===== src/rtl/fetch_pkg.sv =====
// -----------------------------------------------------------------------------
// fetch_pkg
//   Shared definitions for the instruction fetch unit.
//   - FETCH_ROM_SIZE / FETCH_INSTR_WIDTH : default memory depth and word width
//   - fetch_state_e                      : fetch controller states
//   - pc_sel_e                           : next-PC source selector used between
//                                          fetch_unit and pc_next
//   - fetch_addr_width()                 : address width for a given depth
// -----------------------------------------------------------------------------
package fetch_pkg;

  localparam int unsigned FETCH_ROM_SIZE    = 256;
  localparam int unsigned FETCH_INSTR_WIDTH = 9;

  typedef enum logic [1:0] {
    IDLE = 2'd0,
    RUN  = 2'd1,
    HALT = 2'd2
  } fetch_state_e;

  // Source of the next PC value.
  typedef enum logic [2:0] {
    PC_HOLD  = 3'd0,  // keep current PC
    PC_SEQ   = 3'd1,  // PC + 1, wrapping at the end of memory
    PC_ABS   = 3'd2,  // absolute redirect target
    PC_REL   = 3'd3,  // pc_out + signed offset
    PC_START = 3'd4   // restart address
  } pc_sel_e;

  // Address width for a memory of 'depth' words; never narrower than one bit
  // so a single-word memory still gets a legal vector.
  function automatic int unsigned fetch_addr_width(input int unsigned depth);
    int unsigned w;
    w = $clog2(depth);
    if (w < 1) begin
      w = 1;
    end
    return w;
  endfunction

endpackage : fetch_pkg


===== src/rtl/pc_next.sv =====
// -----------------------------------------------------------------------------
// pc_next
//   Purely combinational next-PC selection for the fetch unit. All results are
//   reduced modulo ROM_SIZE so the PC never leaves the instruction memory.
//
//   Parameters
//     ROM_SIZE : instruction memory depth in words
//     AW       : address width (must be fetch_addr_width(ROM_SIZE))
//   Ports
//     sel_i        in  pc_sel_e  which source to use
//     pc_i         in  AW        current PC register
//     base_i       in  AW        address of the instruction now in decode
//                                (base for relative targets)
//     tgt_i        in  AW        absolute target or signed offset
//     start_addr_i in  AW        restart address
//     npc_o        out AW        next PC value
// -----------------------------------------------------------------------------
module pc_next
  import fetch_pkg::*;
#(
  parameter int unsigned ROM_SIZE = FETCH_ROM_SIZE,
  parameter int unsigned AW       = fetch_addr_width(FETCH_ROM_SIZE)
) (
  input  pc_sel_e         sel_i,
  input  logic [AW-1:0]   pc_i,
  input  logic [AW-1:0]   base_i,
  input  logic [AW-1:0]   tgt_i,
  input  logic [AW-1:0]   start_addr_i,
  output logic [AW-1:0]   npc_o
);

  // Two guard bits: one for the sign of the offset, one for the carry out of
  // base + offset.
  localparam int unsigned        EW        = AW + 2;
  localparam logic [EW-1:0]      SIZE_U    = EW'(ROM_SIZE);
  localparam logic signed [EW-1:0] SIZE_S  = EW'(ROM_SIZE);
  localparam logic [AW-1:0]      LAST_ADDR = AW'(ROM_SIZE - 1);

  logic [AW-1:0]        seq_addr;
  logic [AW-1:0]        abs_addr;
  logic [AW-1:0]        rel_addr;
  logic [EW-1:0]        tgt_ext;
  logic signed [EW-1:0] rel_sum;
  logic signed [EW-1:0] rel_fix;

  // Explicit wrap compare keeps non-power-of-two depths correct.
  assign seq_addr = (pc_i == LAST_ADDR) ? '0 : pc_i + AW'(1);

  // An absolute target can only exceed the depth by less than one memory's
  // worth (tgt < 2^AW <= 2*ROM_SIZE), so one subtraction reduces it.
  assign tgt_ext  = {2'b00, tgt_i};
  assign abs_addr = (tgt_ext >= SIZE_U) ? AW'(tgt_ext - SIZE_U) : tgt_i;

  // base in [0, ROM_SIZE) and |offset| <= 2^(AW-1) <= ROM_SIZE, so the sum is
  // at most one memory size outside the legal range in either direction.
  assign rel_sum = $signed({2'b00, base_i}) + $signed({{2{tgt_i[AW-1]}}, tgt_i});

  always_comb begin
    rel_fix = rel_sum;
    if (rel_sum[EW-1]) begin
      rel_fix = rel_sum + SIZE_S;
    end else if (rel_sum >= SIZE_S) begin
      rel_fix = rel_sum - SIZE_S;
    end
  end

  assign rel_addr = rel_fix[AW-1:0];

  always_comb begin
    npc_o = pc_i;
    unique case (sel_i)
      PC_HOLD:  npc_o = pc_i;
      PC_SEQ:   npc_o = seq_addr;
      PC_ABS:   npc_o = abs_addr;
      PC_REL:   npc_o = rel_addr;
      PC_START: npc_o = start_addr_i;
      default:  npc_o = pc_i;
    endcase
  end

endmodule : pc_next


===== src/rtl/fetch_unit.sv =====
// -----------------------------------------------------------------------------
// fetch_unit
//   Single-issue instruction fetch stage. The PC register addresses an
//   external instruction memory with combinational read; the returned word is
//   captured one cycle later into instr_out together with its address.
//
//   Parameters
//     ROM_SIZE    : instruction memory depth in words
//     INSTR_WIDTH : instruction width in bits
//     START_ADDR  : first fetch address after start
//   Ports
//     clk          in   1   rising-edge clock
//     rst_n        in   1   asynchronous active-low reset
//     start        in   1   begin / restart fetching at START_ADDR
//     stall        in   1   hold PC and output register
//     redirect     in   1   taken branch or jump from decode
//     redirect_rel in   1   1 = relative target, 0 = absolute
//     redirect_tgt in   AW  absolute address or signed offset from pc_out
//     halt         in   1   stop fetching
//     instr_addr   out  AW  address to instruction memory (PC register)
//     instr_in     in   IW  read data from instruction memory
//     instr_out    out  IW  registered instruction to decode
//     pc_out       out  AW  address of instr_out
//     instr_valid  out  1   instr_out holds a live instruction
//     done         out  1   high while halted
// -----------------------------------------------------------------------------
module fetch_unit
  import fetch_pkg::*;
#(
  parameter  int unsigned ROM_SIZE    = FETCH_ROM_SIZE,
  parameter  int unsigned INSTR_WIDTH = FETCH_INSTR_WIDTH,
  parameter  int unsigned START_ADDR  = 0,
  localparam int unsigned AW          = fetch_addr_width(ROM_SIZE)
) (
  input  logic                   clk,
  input  logic                   rst_n,
  input  logic                   start,
  input  logic                   stall,
  input  logic                   redirect,
  input  logic                   redirect_rel,
  input  logic [AW-1:0]          redirect_tgt,
  input  logic                   halt,
  output logic [AW-1:0]          instr_addr,
  input  logic [INSTR_WIDTH-1:0] instr_in,
  output logic [INSTR_WIDTH-1:0] instr_out,
  output logic [AW-1:0]          pc_out,
  output logic                   instr_valid,
  output logic                   done
);

  localparam logic [AW-1:0] START_PC = AW'(START_ADDR);

  fetch_state_e           state_q, state_d;
  logic [AW-1:0]          pc_q, pc_d;
  logic [AW-1:0]          pc_out_q, pc_out_d;
  logic [INSTR_WIDTH-1:0] instr_q, instr_d;
  logic                   valid_q, valid_d;
  pc_sel_e                pc_sel;

  // ---------------------------------------------------------------------------
  // Next-PC datapath
  // ---------------------------------------------------------------------------
  pc_next #(
    .ROM_SIZE (ROM_SIZE),
    .AW       (AW)
  ) u_pc_next (
    .sel_i        (pc_sel),
    .pc_i         (pc_q),
    .base_i       (pc_out_q),
    .tgt_i        (redirect_tgt),
    .start_addr_i (START_PC),
    .npc_o        (pc_d)
  );

  // ---------------------------------------------------------------------------
  // Controller: next state, PC source and output-register updates
  // ---------------------------------------------------------------------------
  always_comb begin
    state_d  = state_q;
    instr_d  = instr_q;
    pc_out_d = pc_out_q;
    valid_d  = valid_q;
    pc_sel   = PC_HOLD;

    unique case (state_q)
      IDLE: begin
        // PC is pinned to the start address so the first fetch after start
        // already presents START_ADDR on instr_addr.
        valid_d = 1'b0;
        pc_sel  = PC_START;
        if (start) begin
          state_d = RUN;
        end
      end

      RUN: begin
        if (halt) begin
          state_d = HALT;
          valid_d = 1'b0;
        end else if (redirect) begin
          // The word fetched this cycle is on the wrong path: drop it by
          // clearing valid and refetch from the target.
          pc_sel  = redirect_rel ? PC_REL : PC_ABS;
          valid_d = 1'b0;
        end else if (!stall) begin
          instr_d  = instr_in;
          pc_out_d = pc_q;
          valid_d  = 1'b1;
          pc_sel   = PC_SEQ;
        end
      end

      HALT: begin
        valid_d = 1'b0;
        if (start) begin
          state_d = RUN;
          pc_sel  = PC_START;
        end
      end

      default: begin
        state_d = IDLE;
        valid_d = 1'b0;
        pc_sel  = PC_START;
      end
    endcase
  end

  // ---------------------------------------------------------------------------
  // State registers
  // ---------------------------------------------------------------------------
  always_ff @(posedge clk or negedge rst_n) begin
    if (!rst_n) begin
      state_q  <= IDLE;
      pc_q     <= START_PC;
      pc_out_q <= '0;
      instr_q  <= '0;
      valid_q  <= 1'b0;
    end else begin
      state_q  <= state_d;
      pc_q     <= pc_d;
      pc_out_q <= pc_out_d;
      instr_q  <= instr_d;
      valid_q  <= valid_d;
    end
  end

  // ---------------------------------------------------------------------------
  // Outputs
  // ---------------------------------------------------------------------------
  assign instr_addr  = pc_q;
  assign instr_out   = instr_q;
  assign pc_out      = pc_out_q;
  assign instr_valid = valid_q;
  assign done        = (state_q == HALT);

endmodule : fetch_unit


===== config.mk =====
export PLATFORM = sky130hd
export DESIGN_NAME = fetch_unit
export DESIGN_NICKNAME = d
export VERILOG_FILES = /design/src/rtl/fetch_pkg.sv /design/src/rtl/pc_next.sv /design/src/rtl/fetch_unit.sv
export SDC_FILE = /design/constraint.sdc
export NUM_CORES = 1
export LEC_CHECK = 0
export BUFFER_PORTS_ARGS = -buffer_cell sky130_fd_sc_hd__buf_2
export CAP_MARGIN = 20
export CORE_ASPECT_RATIO = 2
export CORE_MARGIN = 10
export CORE_UTILIZATION = 50
export DETAILED_ROUTE_END_ITERATION = 7
export PLACE_DENSITY_LB_ADDON = 0.05
export SLEW_MARGIN = 40
export SYNTH_ARGS = -nofsm -noshare
export SYNTH_HDL_FRONTEND = slang
export SYNTH_SLANG_ARGS = --single-unit

===== constraint.sdc =====
create_clock -name clk -period 5.72 [get_ports clk]
set_input_delay 0.286 -clock clk [delete_from_list [all_inputs] [get_ports clk]]
set_output_delay 0.286 -clock clk [all_outputs]
set_load 0.005 [all_outputs]

## After elaboration in Yosys (flattened, before gate mapping)

Cells that the tools add are included.
W data, S select, Z words.

| word-level totals | value |
|---|---|
| register bits after elaboration | 28 |
| input port bits | 24 |

| operators by class | value |
|---|---|
| add/sub/neg operators | 5 |
| muxes and demuxes | 18 |
| reduce and logical (&&, ||, !) cells | 5 |
| magnitude comparators | 2 |
| equality and inequality tests | 10 |
| bitwise gates (word level) | 3 |

Operator list:

| cell | count |
|---|---|
| $mux W8 | 4 |
| $pmux W8 S4 | 1 |
| $add A8 B1 Y8 const B | 2 |
| $sub A8 B1 Y8 const B | 2 |
| $add A9 B8 Y10 | 1 |
| $ge A10 B10 Y1 const B | 1 |
| $ge A8 B9 Y1 const B | 1 |
| $eq A8 B8 Y1 const B | 1 |
| $mux W2 | 4 |
| $eq A3 B2 Y1 const B | 2 |
| $mux W1 | 6 |
| $pmux W3 S2 | 1 |
| $ne A4 B4 Y1 const B | 1 |
| $pmux W2 S2 | 1 |
| $reduce_and A4 Y1 | 1 |
| $reduce_bool A4 Y1 | 1 |
| $eq A3 B1 Y1 const B | 1 |
| $eq A3 B3 Y1 const B | 1 |
| $mux W3 | 1 |
| $not A1 Y1 | 3 |
| $eq A2 B1 Y1 const B | 1 |
| $eq A2 B2 Y1 const B | 1 |
| $logic_not A2 Y1 | 1 |
| $ne A2 B1 Y1 const B | 1 |
| other kinds (3) | 3 |

## Logic depth before layout (Yosys ltp)

| depth | value |
|---|---|
| word-level depth | 6 |
| depth in mapped cells | 10 |
| mapped depth without buffers | 9 |

## Cells and area by module

From an unflattened synthesis, not the netlist that was laid out.

| unflattened totals | value |
|---|---|
| cells, all modules | 204 |
| area, all modules | 1975.6 um^2 |

Modules (own cells, without submodules):

| module | area each (um^2) | seq. area each (um^2) | cells an instance | times used |
|---|---|---|---|---|
| fetch_unit | 1091.0 | 700.7 | 72 | 1 |
| pc_next | 884.6 | 0.0 | 132 | 1 |

## Worst setup path before layout

No wires, ideal clock.

| path | value |
|---|---|
| path type | register to register |
| start | register state_q[0] |
| end | register pc_q[5], in the netlist instr_addr[5] |
| stages on the path, launching flop included | 8 |
| arrival | 1.941 ns |
| setup slack | 3.715 ns |
| path through | dfrtp_1 > inv_1 > ha_1 > mux2i_1 > o21ai_2 > or4_1 > a21oi_1 > a221o_2 |

| on the way | value |
|---|---|
| longest elaborated chain between the ends | 4 |
| elaborated cells between the ends (all ways) | 9 |
| classes of those cells | 6 x eq/ne; 2 x mux; 1 x reduce/logical |

RTL lines:

| element | RTL line | text |
|---|---|---|
| start, declared | fetch_unit.sv:53 | `fetch_state_e state_q, state_d;` |
| start signal, assigned | fetch_unit.sv:140 | `state_q <= state_d;` |
| $eq A2 B2 Y1 (*) | n/a |  |
| via done | fetch_unit.sv:48 | `output logic done` |
| $pmux W3 S2 (*) | fetch_unit.sv:85 | `unique case (state_q)` |
| $eq A3 B3 Y1 (tied with other cells) | pc_next.sv:71 | `unique case (sel_i)` |
| $pmux W8 S4 or $reduce_bool A4 Y1 (tied branches) | n/a |  |
| end signal, assigned | fetch_unit.sv:141 | `pc_q <= pc_d;` |
| end, declared | fetch_unit.sv:54 | `logic [AW-1:0] pc_q, pc_d;` |

The timed path passes the listed nets; every way through them passes the cells marked *.
A chain may end at the register's enable or synchronous reset.

## Worst setup path after layout

| path | value |
|---|---|
| start | register state_q[0] |
| end | register pc_q[5], in the netlist instr_addr[5] |

| on the way | value |
|---|---|
| longest elaborated chain between the ends | 4 |
| elaborated cells between the ends (all ways) | 9 |
| classes of those cells | 6 x eq/ne; 2 x mux; 1 x reduce/logical |

RTL lines:

| element | RTL line |
|---|---|
| $eq A2 B2 Y1 or $eq A2 B1 Y1 (tied branches) | fetch_unit.sv:85 |
| $pmux W3 S2 (*) | fetch_unit.sv:85 |
| $eq A3 B3 Y1 (tied with other cells) | pc_next.sv:71 |
| $pmux W8 S4 or $reduce_bool A4 Y1 (tied branches) | n/a |

Every way passes the cells marked *; elsewhere a longest branch is shown, timed or not.

==> run metrics <==
# H-tree levels=1; Worst EP arrival=2550 ps; die width=61.90 um; unrepaired setup endpoints after global routing=false; worst r2r path cells=7; setup TNS=0 ps; status=complete, no violations; mux cell area share after synthesis=between 10% and 20%; Netlist cell types=43; Post-CTS Resized=0; P&R area growth vs syn=19.24%; hold crit path type=input port to asynchronous set/reset pin; Post-Route Skew=between 3 and 4 ps; sequential-to-total area share from yosys stat=39.91%; Fmax=between 400 and 500 MHz; Post-DRT Antenna Nets=0; syn nets=207; Synth Area in Simple Gates=14.33%; WP data required=5940 ps; CTS Hold Buffers Added=0; Die ar.=around 6400 sq um; n_diodes=0; Ports=51; Core Rows=30; Post-Place Cells=between 200 and 250; Max-slew headroom=between 50% and 60%; root buffer cell=clkbuf_8; area share of xor/xnor cells in the synthesized design=2.495%; largest family of logic cells by synthesized area=compound AO/OA/AOI/OAI gates; CORE AREA=3378 sq um; CP Launch Type=flip-flop; first-pass GRT wire length=7500 um; TritonCTS clock tree=yes; vias in the first global route=about 1600; Slew @ Worst Pin=635.3 ps; FFs w/ async S/R, synth=100.0%; DRT Pass-1 Iters=4; Reg clk slew, reported paths=~100 ps; Mapped Area=1755 sq um; via count=1494; HPWL Detailed=3706 um; DR DRC count=0; Die Y=around 100 um; WS Path Type=flip-flop to flip-flop; TritonCTS buffer count=3; Pwr Density=416.8 nW/um^2; MaxCap Viol Count=0; # clock sinks=28; Post-layout nets=259; LEAKAGE=1.066 nW; ys flop type=dfrtp_1; Longest Clk Path Bufs=2; Crit Path Max Fanout=11; Synth Area in Compound Gates=16.89%; gr usage total=14.98%; share of layout cells above drive strength 1=35.75%; CP startpoint=state_q[0]$_DFFE_PN0P_; final hold vios=0; gate count after technology mapping=170; Post-synth EDFFs=0; later-pin clock latency in the skew report=270 ps; RD Place Congestion=around 0.79; vias per cell=approximately 5.9; fin area=2093 sq um; Synth Area in Adders=9.694%; gr ovfl total=0; Yosys Warn Count=0; final std cells w/o fill=253; maximum vdd drop=0.3001 mV; Port Buffers=50; minimum clock period=2325 ps; placed standard-cell area=around 2000 sq um; DRT iter0 DRCs=42; Slew Viols, Final=0; final wirelength=4538 um; crit share post-route=between 40% and 50%; FF+latch count, synth=28; largest net degree at the start of global routing=29; # setup viols final=0; Post-CTS Setup Repair Bufs=0; routed len/inst=17.94 um; syn_area_per_cell=10.33 sq um; initial core utilization=between 50% and 60%; worst flop-to-flop path startpoint=state_q[0]$_DFFE_PN0P_; final core occ=61.96%; initial antenna violation count=0; endpoint class of the critical path=flip-flop
## layout make-up
type / instances / area [sq um]
Multi-Input combinational cell: 128 / 982.2
Sequential cell: 28 / 700.7
Inverter: 9 / 33.78
Timing Repair Buffer: 52 / 265.3
Clock inverter: 1 / 30.03
Fill cell: 318 / 1285
Tap cell: 32 / 40.04
Clock buffer: 3 / 41.29
## per-stage QoR
step / hold slack (ps) / total power, mW / setup slack [ps]
floorplan: -9.591 / 0.5816 / 3715
global placement: 336.2 / 0.6946 / 3548
detailed placement: 345.4 / 0.7235 / 3439
CTS: 43.78 / 0.8841 / 3402
global route: 59.68 / 0.9412 / 3204
finish: 18.68 / 0.8725 / 3395
## flip-flops by register name, indices dropped and copies added, names as in the netlist
| register | count |
|---|---|
| instr_addr | 8 |
| instr_out | 9 |
| instr_valid | 1 |
| pc_out | 8 |
| state_q | 2 |
## final timing paths
| kind | slack (ps) | endpoint |
|---|---|---|
| worst min-delay path | 20 | pc_out[1]$_DFFE_PN0P_ |
| worst max register to register | 3400 | instr_addr[5]$_DFFE_PN0P_ |
| max in group asynchronous | 5280 | instr_addr[4]$_DFFE_PN0P_ |
| worst min register to register | 520 | instr_out[3]$_DFFE_PN0P_ |
| min in group clk | 220 | instr_valid$_DFFE_PN0P_ |
| worst max-delay path | 3400 | instr_addr[5]$_DFFE_PN0P_ |
## synth_stat cells, types with 4 or more instances
cell type   n  area (sq um)
ha_1       12         150.1
mux2_2     16         180.2
o21a_1      5         37.54
inv_1       9         33.78
dfrtp_1    28         700.7
nor2_1     12         45.04
o21ai_0    13         65.06
nand2_1     7         26.28
a21oi_1     9         45.04
xnor2_1     4         35.03
nor3_1      5         25.02
mux2i_1     4         40.04
a211oi_1    4         30.03
## layer usage
metal  track usage [%]  vias up  wire length [um]
met4             6.431        0               113
met1             15.14      716              1660
met3             3.178       10               213
li1                  -      721                 -
met5                 0        -                 0
met2             27.01       47              2550
## placed cells by master, fill, tap and decap left out, drive strengths merged, types with 2 or more instances in the layout
cell	Yosys	routed
buf	4	52
dfrtp	28	28
mux2	16	16
o21ai	14	14
nor2	12	12
ha	12	12
inv	9	9
a21oi	9	9
nand2	7	7
nor3	6	6
o21a	5	5
mux2i	4	4
xnor2	4	4
a211oi	4	4
nor2b	4	4
and3	3	3
clkbuf	1	3
nand2b	2	2
nand3	2	2
a21o	2	2
o32ai	2	2
a22o	2	2
o22ai	2	2
or4	2	2
a221o	2	2
## critical path, cell delays in order, from the launching register on
cell and delay, ps:
dfrtp_1 430, inv_1 130, ha_1 250, mux2i_1 440, o21ai_2 210, or4_1 530
a21oi_1 160, a221o_2 120
## power by group
part           switching, mW  internal (mW)
clock                 0.0636         0.0937
combinational          0.210          0.193
sequential            0.0504          0.262
## cell families after synthesis
logic type	Yosys count
AO/OA/AOI/OAI	45
XOR/XNOR	5
adder cells (fa/ha/maj)	13
buffers and inverters	14
flip-flops	28
multiplexers	20
AND/OR/NAND/NOR	45
(Power assumes the default switching activity.)
